**config.mk**
```make
export PLATFORM = sky130hd
export DESIGN_NAME = pipeline_ctrl
export DESIGN_NICKNAME = d
export VERILOG_FILES = /design/src/rtl/pipeline_ctrl.sv
export SDC_FILE = /design/constraint.sdc
export NUM_CORES = 1
export LEC_CHECK = 0
export BUFFER_PORTS_ARGS = -buffer_cell sky130_fd_sc_hd__buf_2
export CORE_MARGIN = 4
export CORE_UTILIZATION = 42
export DETAILED_ROUTE_END_ITERATION = 8
export PLACE_DENSITY = 0.77
export RECOVER_POWER = 25
export REMOVE_ABC_BUFFERS = 1
export SETUP_SLACK_MARGIN = 0.15
export SYNTH_ARGS = -nofsm -noshare
export SYNTH_HDL_FRONTEND = slang
export SYNTH_SLANG_ARGS = --single-unit
```
**constraint.sdc**
```tcl
create_clock -name clk -period 1.7 [get_ports clk]
set_clock_uncertainty 0.1 [all_clocks]
set_input_delay 0.085 -clock clk [delete_from_list [all_inputs] [get_ports clk]]
set_output_delay 0.085 -clock clk [all_outputs]
set_load 0.03 [all_outputs]
```
**src/rtl/pipeline_ctrl.sv**
```systemverilog
// pipeline_ctrl
//   Central hazard / flush / interrupt controller for the 5-stage core.
//   - Detects load-use hazards between the load in EX and the operands of ID.
//   - Squashes the ID->EX register on a taken branch, on interrupt entry and
//     on interrupt return.
//   - Sequences interrupt entry (redirect to IRQ_VECTOR, save EPC) and return
//     (rti in EX redirects to EPC) through a RUN / IRQ_WAIT / ISR state machine.
//
// Ports
//   clk, rst                  core clock, synchronous active-high reset
//   stall_mem                 memory stall, freezes all controller state
//   read_register1_if_id      rs1 of the instruction in ID
//   read_register2_if_id      rs2 of the instruction in ID
//   rd_en_ex                  instruction in EX is a load
//   write_reg_ex              rd of the instruction in EX
//   bj_inst_ex                branch/jump code in EX (0 = none)
//   branch_taken_ex           EX resolved a taken branch/jump this cycle
//   interrupt_branch_alert    ID holds a branch/jalr
//   rti_ex                    rti instruction in EX
//   pc_id                     PC of the instruction in ID
//   irq                       level interrupt request
//   hazard                    load-use stall to decode/fetch
//   flush                     squash the ID->EX register
//   pc_redirect, redirect_pc  fetch loads redirect_pc on the next edge
//   irq_ack                   one-cycle pulse on interrupt entry
//   in_isr                    interrupt handler active (irq masked)
//   epc                       saved return PC

module pipeline_ctrl #(
  parameter int              PC_W       = 32,
  parameter logic [PC_W-1:0] IRQ_VECTOR = 'h0000_0100
) (
  input  logic            clk,
  input  logic            rst,
  input  logic            stall_mem,
  input  logic [4:0]      read_register1_if_id,
  input  logic [4:0]      read_register2_if_id,
  input  logic            rd_en_ex,
  input  logic [4:0]      write_reg_ex,
  input  logic [3:0]      bj_inst_ex,
  input  logic            branch_taken_ex,
  input  logic            interrupt_branch_alert,
  input  logic            rti_ex,
  input  logic [PC_W-1:0] pc_id,
  input  logic            irq,
  output logic            hazard,
  output logic            flush,
  output logic            pc_redirect,
  output logic [PC_W-1:0] redirect_pc,
  output logic            irq_ack,
  output logic            in_isr,
  output logic [PC_W-1:0] epc
);

  typedef enum logic [1:0] {
    RUN      = 2'd0,
    IRQ_WAIT = 2'd1,
    ISR      = 2'd2
  } state_e;

  state_e          state_q, state_d;
  logic            inIsr_q;
  logic            irqPend_q;
  logic [PC_W-1:0] epc_q;

  logic loadUse;
  logic irqTake;
  logic rtiTake;

  // x0 is hard-wired to zero, so a load targeting it never creates a hazard.
  assign loadUse = rd_en_ex && (write_reg_ex != 5'd0) &&
                   ((write_reg_ex == read_register1_if_id) ||
                    (write_reg_ex == read_register2_if_id));

  // Interrupt entry waits for a quiet pipeline: no control transfer in ID or
  // EX and no load-use stall, so the PC saved from ID is the true resume point.
  assign irqTake = !rst && (state_q == IRQ_WAIT) && !interrupt_branch_alert &&
                   (bj_inst_ex == 4'd0) && !branch_taken_ex && !loadUse &&
                   !stall_mem;

  // A taken branch owns the fetch redirect, so it outranks the rti redirect.
  assign rtiTake = !rst && (state_q == ISR) && rti_ex && !stall_mem &&
                   !branch_taken_ex;

  // State register.
  always_ff @(posedge clk) begin
    if (rst) begin
      state_q <= RUN;
    end else begin
      state_q <= state_d;
    end
  end

  // Next-state logic; a memory stall freezes the sequencer in every state.
  always_comb begin
    state_d = state_q;
    case (state_q)
      RUN: begin
        if (!stall_mem && (irqPend_q || (irq && !inIsr_q))) begin
          state_d = IRQ_WAIT;
        end
      end
      IRQ_WAIT: begin
        if (irqTake) begin
          state_d = ISR;
        end
      end
      ISR: begin
        if (rtiTake) begin
          state_d = RUN;
        end
      end
      default: state_d = RUN;
    endcase
  end

  // Outputs. The flush from a redirect suppresses the hazard, because the
  // squashed ID instruction no longer needs to wait for the load.
  always_comb begin
    hazard      = 1'b0;
    flush       = 1'b0;
    pc_redirect = 1'b0;
    redirect_pc = '0;
    irq_ack     = 1'b0;
    if (!rst) begin
      flush = branch_taken_ex || irqTake || rtiTake;
      if (irqTake) begin
        pc_redirect = 1'b1;
        redirect_pc = IRQ_VECTOR;
        irq_ack     = 1'b1;
      end else if (rtiTake) begin
        pc_redirect = 1'b1;
        redirect_pc = epc_q;
      end
      hazard = loadUse && !flush;
    end
  end

  // Interrupt bookkeeping. Entry clears the pending flag even if irq is still
  // high; while in the handler new requests are ignored (no nesting).
  always_ff @(posedge clk) begin
    if (rst) begin
      inIsr_q   <= 1'b0;
      irqPend_q <= 1'b0;
      epc_q     <= '0;
    end else if (!stall_mem) begin
      if (irqTake) begin
        epc_q     <= pc_id;
        inIsr_q   <= 1'b1;
        irqPend_q <= 1'b0;
      end else begin
        if (rtiTake) begin
          inIsr_q <= 1'b0;
        end
        if (irq && !inIsr_q) begin
          irqPend_q <= 1'b1;
        end
      end
    end
  end

  assign in_isr = inIsr_q;
  assign epc    = epc_q;

endmodule

```
Yosys cells after proc, flatten, opt, wreduce, memory -nomap -nowiden --
Cells that the tools add are included.
Operators by class: bitwise gates (word level) 1, reductions and logical operators 35, eq/ne operators 7, mux-type cells 18
Operator list (count):
- 32-bit 2-to-1 mux | 3
- 1-bit logical AND | 15
- 1-bit 2-to-1 mux | 11
- 5-bit == test | 2
- 1-bit zero test | 7
- 2-bit 2-to-1 mux | 3
- 2-bit inequality test (second input constant) | 3
- 2-bit case mux with 3 select lines | 1
- 2-bit AND reduction | 3
- 5-bit nonzero test | 1
- 4-bit zero test | 1
- 1-bit logical OR | 4
- 2-bit nonzero test | 2
- 3-bit AND reduction | 1
- 2-bit by 1-bit == test with 1-bit output (second input constant) | 1
- 2-bit == test (second input constant) | 1
- 2-bit zero test | 1
- 1-bit inverter | 1
Storage, ports and cells: output and inout bits 69, word-level logic and storage cells 65, input port bits 59, flip-flop bits (word level) 36

Depth between registers and ports, before layout --
Gate-level depths: netlist of the first run.
depth in word-level cells 12, depth in mapped cells 7, gate-level depth less buffers 5

Least setup slack after synthesis of the first run --
No wires, ideal clock.
kind flip-flop to output port, from register state_q[1], to output hazard, stages on the path, launching flop included 5, buffers on the path 1, slack -0.213 ns, arrival 1.728 ns, data required time 1.515 ns, path through dfxtp_1 > nor2b_1 > and3_1 > clkbuf_1 > nor4_1
Between the ends: word-level cells in the longest chain between the ends 12, elaborated cells between the ends (all ways) 17, those cells by class 2 x eq/ne; 1 x mux; 14 x reduce/logical
Ends and longest elaborated chain:
- start: declaration | RTL line 61 | state_e state_q, state_d;
- start signal: assignment | RTL line 90 | state_q <= state_d;
- 2-bit by 1-bit == test with 1-bit output | RTL line 77 | assign irqTake = !rst && (state_q == IRQ_WAIT) && !interrupt_branch_alert &&
- 1-bit logical AND (3 in series) | RTL line 77
- 1-bit logical AND (3 in series) | RTL line 78 | (bj_inst_ex == 4'd0) && !branch_taken_ex && !loadUse &&
- 1-bit logical OR | RTL line 126 | flush = branch_taken_ex || irqTake || rtiTake;
- 1-bit logical OR (*) | RTL line 126
- 1-bit zero test (*) | RTL line 135 | hazard = loadUse && !flush;
- 1-bit logical AND (*) | RTL line 135
- 1-bit 2-to-1 mux (*) | RTL line 125 | if (!rst) begin
- end: declaration | RTL line 46 | output logic hazard,
Every way passes the cells marked *; elsewhere a longest branch is shown, timed or not.

Final worst setup path of the first run --
from register state_q[1], to output flush
Between the ends: word-level cells in the longest chain between the ends 10, elaborated cells between the ends (all ways) 15, those cells by class 2 x eq/ne; 1 x mux; 12 x reduce/logical
Ends and longest elaborated chain:
- 2-bit by 1-bit == test with 1-bit output | RTL line 77
- 1-bit logical AND (3 in series) | RTL line 77
- 1-bit logical AND (3 in series) | RTL line 78
- 1-bit logical OR | RTL line 126
- 1-bit logical OR (*) | RTL line 126
- 1-bit 2-to-1 mux (*) | RTL line 125
- end: declaration | RTL line 47 | output logic flush,
Marks and branches as above.

==> results of run 1 <==
## power groups by stage
| stage | combinational, uW | clock (uW) | sequential (uW) |
|---|---|---|---|
| detailed placement | 311 | 0 | 869 |
| global placement | 305 | 0 | 869 |
| finish | 370 | 767 | 850 |
| global route | 399 | 821 | 850 |
| floorplan | 132 | 0 | 870 |
| CTS | 329 | 781 | 850 |
## cells in the mapped netlist (all sizes together) (2+ instances only)
cell,instances
nand2,40
dfxtp,36
nor2b,33
a32oi,32
nand4,32
o211ai,32
and2,31
clkbuf,23
buf,12
xnor2,10
nand3,4
nor2,4
nor3,4
a21oi,3
and3,2
inv,2
nor4,2
nor4b,2
## cells in the final DEF (no fill, tap or decap), types with 2 or more instances in the layout
cell and instances:
clkbuf_1 9, a32oi_1 32, and2_1 31, buf_6 12, clkbuf_8 5, dfxtp_1 34, o211ai_1 2, nor2_1 3
xnor2_2 6, nand3_2 3, buf_12 8, nor3_1 2, xnor2_1 4, nand2_1 36, nand2_2 3, buf_2 78
nor2b_1 32, nand4_1 32, o211ai_2 30, inv_2 2, nor3_2 2, buf_4 50, a21oi_1 3
## timing repair
| item | 4_1_cts | 5_1_grt |
|---|---|---|
| setup buffers | 1 | 1 |
| endpoints found under the setup margin | 68 | 68 |
| hold buffers | 1 | 0 |
| hold endpoints to repair | 1 | 0 |
| gates resized for setup | 55 | 24 |
| pin swaps | 3 | 15 |
## per-layer routing
layer / track usage / part of all wire / up-vias
met1: 0.260 / 0.41 / 1436
met5: 0 / 0 / -
li1: - / - / 1427
met4: 0.0694 / 0.012 / 0
met3: 0.0371 / 0.072 / 13
met2: 0.366 / 0.50 / 146
## per-stage QoR
| step | std cells | total power (uW) |
|---|---|---|
| floorplan | 276 | 1000 |
| global placement | 507 | 1170 |
| detailed placement | 507 | 1180 |
| CTS | 517 | 1960 |
| global route | 518 | 2070 |
| finish | 518 | 1990 |
## area by class of cell
type	instances	area, um^2	share of cell area
flip-flops and latches	36	726	0.185
well taps	75	93.8	0.0240
repair buffers	159	1120	0.286
clock inverters	3	42.5	0.0109
multi-input cells	238	1860	0.474
inverters	2	7.51	0.00192
clock buffers	5	68.8	0.0176
## how the worst max path moves through the flow
stage                     slack [ns]                   end
final                          -0.05                 flush
after global routing           -0.13       redirect_pc[24]
after CTS                      -0.02                 flush
after detailed placement       -0.12  epc[21]$_SDFFE_PP0P_
after global placement         -0.08  epc[10]$_SDFFE_PP0P_
after floorplan                -3.35                hazard
## cells by family (layout without fill, tap and decap cells)
logic type,count (synthesis),in the layout,share of synthesized area
compound gates,72,72,0.278
simple gates,156,156,0.344
xor+xnor,10,10,0.0336
flops,36,36,0.276
buf+inv,37,169,0.0685
## sequential cells by signal, summed over array words and instances, names as in the netlist
name	flops
state_q	2
epc	32
in_isr	1
irqPend_q	1
## worst max-delay path, stage by stage, from the launching register on
cell	delay, ns
dfxtp_2	0.35
nor2b_2	0.16
and3_4	0.18
buf_12	0.15
o31a_1	0.29
buf_6	0.14
==> impl_metrics.json, run 1 <==
{
  "status": "finished, violations left",
  "violations": "setup timing",
  "worstHoldEndpoint": "state_q[0]$_SDFFE_PP0P_",
  "synth_edf_count": 0,
  "h-tree-depth": 2,
  "overflow": 0,
  "combPwrFrac": 0.186,
  "ir_drop_mv": 0.356,
  "syn-cell-area_mm2": 0.00261,
  "antenna_found_initial": 0,
  "synth_warnings": 0,
  "syn_inst": 311,
  "hold_start": "stall_mem",
  "wirelength_mm": 8.38,
  "grt_pass1_wl_mm": 13.1,
  "p_leak_uw": 0.00180,
  "pwr-share-seq": 0.428,
  "ant_nets": 0,
  "grt_use_total": 0.210,
  "maxCapViolations": 0,
  "vias_per_cell": 5.83,
  "drive_gt1_frac": 0.490,
  "p_sw_uw": 535,
  "switching_share": 0.269,
  "vias": 3022,
  "setup_viol": 30,
  "r2r_slack_ns": 0.03,
  "drtPass1Iterations": 5,
  "worstMarginPinSlew_ns": 0.429,
  "max_freq_mhz": 572,
  "ys_types": 32,
  "pin_count": 128,
  "synth_top_area_share": 0.276,
  "dp_hpwl_mm": 5.64,
  "avgRoutedWirePerCell_um": 16.2,
  "setup_slack_ns": -0.0481,
  "synthToLayoutAreaGrowth_pct": 50.0,
  "start_util": 0.436,
  "drc": 0,
  "holdPathStages": 4,
  "pre_cts_ws_ns": -0.121,
  "die_x_um": 86.8,
  "place.port_buffers": 127,
  "worstSetupPathType": "reg2out",
  "grt_start_max_net_pins": 49,
  "r2r_end": "epc[0]$_SDFFE_PP0P_",
  "avgSynthCellArea_um2": 8.39,
  "std_cell_rows": 28,
  "reg2regPathDepth": 7,
  "hold_violations": 0,
  "rr_startpoint": "state_q[1]$_SDFFE_PP0P_",
  "synthArstFlopShare": 0,
  "grt_pass1_vias": 2853,
  "gp_congestion": 0.779,
  "cts_buffers": 5,
  "clock_path_buffers": 2,
  "path_max_fanout": 17,
  "clkTransAtPathRegs_ns": 0.07,
  "intPower_uw": 1450,
  "rsz0062_at_grt": "true",
  "maxSlewHeadroom": 0.714,
  "hp-class": "in2reg",
  "synth_flop_cell": "dfxtp_1",
  "place_area_mm2": 0.00350,
  "dieArea_mm2": 0.00754,
  "finalCriticalPeriod_ns": 1.75,
  "diodes": 0,
  "fillerInstances": 509,
  "cts_sinks": 36,
  "cp-start-kind": "flop",
  "dr.first_iter.drc_count": 148,
  "maxSlewViolCount": 0,
  "ys_seq_area_frac": 0.276,
  "power_frac_clock": 0.386,
  "yosys.area.top_type": "dfxtp_1",
  "worstPathArrival_ns": 1.56,
  "core_mm2": 0.00599,
  "die_y_um": 86.8,
  "design_area_mm2": 0.00392,
  "fin_crit_sh": 1.03,
  "ys_top_cells_by_area": "dfxtp_1 (28%), o211ai_2 (14%), a32oi_1 (11%), nor2b_1 (7.9%), nand4_1 (7.7%)",
  "clock-root-buffer": "clkbuf_8",
  "fin_setup_tns_ns": -0.339,
  "worstPathRequired_ns": 1.51,
  "ys_seq_elements": 36,
  "crit_start": "state_q[1]$_SDFFE_PP0P_",
  "layout.nets": 501,
  "endpoint_kind": "primary output",
  "cellPowerDensity_mw_per_mm2": 507,
  "timing.hold.ws_ns": 0.0239,
  "insertion_delay_ns": 0.28,
  "finish.utilization": 0.654,
  "cts_tree": "done"
}
No activity file was read; power rests on OpenSTA's default activity.
==> run 2, diff against run 1 <==
--- a/config.mk
+++ b/config.mk
@@ -5,11 +5,11 @@
 export SDC_FILE = /design/constraint.sdc
 export NUM_CORES = 1
 export LEC_CHECK = 0
-export BUFFER_PORTS_ARGS = -buffer_cell sky130_fd_sc_hd__buf_2
 export CORE_MARGIN = 4
-export CORE_UTILIZATION = 42
+export CORE_UTILIZATION = 58
 export DETAILED_ROUTE_END_ITERATION = 8
-export PLACE_DENSITY = 0.77
+export DONT_BUFFER_PORTS = 1
+export PLACE_DENSITY = 0.76
 export RECOVER_POWER = 25
 export REMOVE_ABC_BUFFERS = 1
 export SETUP_SLACK_MARGIN = 0.15
==> run 2 against run 1 <==
Against the previous run: the run ends with hold timing, setup timing left; critical path depth unchanged; first-iteration DRC count up 93%; non-clock buffer count down 90; combinational power down 32%; total power down 11%; register-to-register slack worse by 0.08 ns; clock power down 14%; final cell count down 22%; largest cell class unchanged; largest power group unchanged.
==> impl_metrics.json, run 2 (synthesized netlist as in run 1, its figures left out) <==
{
  "core_mm2": 0.00435,
  "combPwrFrac": 0.143,
  "maxSlewViolCount": 0,
  "place.port_buffers": 0,
  "switching_share": 0.277,
  "max_freq_mhz": 554,
  "fin_setup_tns_ns": -2.61,
  "grt_use_total": 0.282,
  "vias": 2754,
  "h-tree-depth": 2,
  "cts_sinks": 36,
  "setup_slack_ns": -0.106,
  "worstMarginPinSlew_ns": 0.496,
  "clock_path_buffers": 2,
  "dp_hpwl_mm": 5.06,
  "pwr-share-seq": 0.482,
  "drive_gt1_frac": 0.414,
  "clkTransAtPathRegs_ns": 0.08,
  "worstSetupPathType": "reg2out",
  "design_area_mm2": 0.00364,
  "final_common_cell": "nand2_1",
  "wirelength_mm": 8.92,
  "drc": 0,
  "drtPass1Iterations": 4,
  "fin_crit_sh": 1.06,
  "status": "finished, violations left",
  "hold_violations": 1,
  "endpoint_kind": "primary output",
  "place_area_mm2": 0.00297,
  "cts_buffers": 5,
  "hp-class": "in2reg",
  "vias_per_cell": 6.80,
  "grt_pass1_vias": 2543,
  "timing.hold.ws_ns": -0.00192,
  "cts_tree": "done",
  "maxSlewHeadroom": 0.669,
  "rsz0062_at_grt": "true",
  "power_frac_clock": 0.375,
  "std_cell_rows": 24,
  "grt_pass1_wl_mm": 12.4,
  "pre_cts_ws_ns": -0.0728,
  "worstPathArrival_ns": 1.62,
  "worstPathRequired_ns": 1.51,
  "violations": "hold timing, setup timing",
  "overflow": 0,
  "ant_nets": 0,
  "largest_reg_flops": 32,
  "insertion_delay_ns": 0.29,
  "intPower_uw": 1270,
  "p_sw_uw": 489,
  "gp_congestion": 0.749,
  "holdPathStages": 3,
  "pin_count": 128,
  "setup_viol": 51,
  "dr.first_iter.drc_count": 286,
  "die_x_um": 75.1,
  "start_util": 0.599,
  "grt_start_max_net_pins": 57,
  "diodes": 0,
  "ir_drop_mv": 0.334,
  "dieArea_mm2": 0.00564,
  "antenna_found_initial": 0,
  "cp-start-kind": "flop",
  "avgRoutedWirePerCell_um": 22.0,
  "clock-root-buffer": "clkbuf_8",
  "maxCapViolations": 0,
  "synthToLayoutAreaGrowth_pct": 39.3,
  "die_y_um": 75.1,
  "path_max_fanout": 8,
  "finalCriticalPeriod_ns": 1.81,
  "layout.nets": 411,
  "cellPowerDensity_mw_per_mm2": 485,
  "reg2regPathDepth": 7,
  "p_leak_uw": 0.00145,
  "final_cell_mix": "nand2_1 (37), buf_6 (36), dfxtp_1 (34)"
}
run 2: cell count changes in the layout (fill, tap and decap cells not counted), moves of 3 or more:
cell and delta:
buf_2 -78, buf_4 -41, and2_1 -31, and2_4 +31
buf_6 +24, dlygate4sd3_1 +10, clkbuf_1 -7, xnor2_1 +6
xnor2_2 -6, nand2_2 -3
run 2: repair_timing:
item,CTS,global route
gates cloned,1,3
setup endpoints to repair,68,68
hold buffers,12,0
resized for setup,56,40
endpoints found under the hold margin,36,0
pin swaps,4,4
buffers inserted,2,1
run 2: area by class of cell:
class                   instances  area [um^2]
clock inverters                 1         7.51
multi-input cells             238         1900
repair buffers                 69          840
flip-flops and latches         36          728
fillers                       267          718
inverters                       2         7.51
clock buffers                   7         86.3
well taps                      52         65.1
run 2: path summary, 6_finish.rpt:
kind,end,start,slack (ns)
hold reg to reg,state_q[0]$_SDFFE_PP0P_,state_q[1]$_SDFFE_PP0P_,0.37
setup / recovery,flush,state_q[1]$_SDFFE_PP0P_,-0.11
hold / removal,epc[21]$_SDFFE_PP0P_,pc_id[21],-0.002
setup reg to reg,epc[15]$_SDFFE_PP0P_,state_q[1]$_SDFFE_PP0P_,-0.05
run 2: critical path, stage by stage, from the launching register on:
cell and delay [ns]:
dfxtp_4 0.37, nor2b_4 0.13, and3_4 0.25, buf_8 0.17, o31a_1 0.28, buf_6 0.14
run 2: per-layer routing:
metal / routed length [um] / part of all wire / vias to the layer above / GRT usage
li1: - / - / 1247 / -
met1: 3320 / 0.37 / 1315 / 0.347
met2: 4540 / 0.51 / 161 / 0.481
met3: 809 / 0.091 / 31 / 0.0587
met4: 248 / 0.028 / 0 / 0.111
met5: 0 / 0 / - / 0
run 2: per-stage QoR:
stage / cells / util / total power, uW
4_1_cts: 401 / 0.788 / 1740
2_1_floorplan: 276 / - / 1000
5_1_grt: 405 / 0.835 / 1830
6_report: 405 / 0.835 / 1760
3_3_place_gp: 378 / 0.682 / 1060
3_5_place_dp: 378 / 0.682 / 1060
run 2: power by group through the flow:
stage          sequential (uW)  combinational, uW  clock [uW]
3_3_place_gp               870                189           0
4_1_cts                    850                240         654
5_1_grt                    851                268         706
6_report                   850                252         661
3_5_place_dp               870                193           0
2_1_floorplan              870                132           0
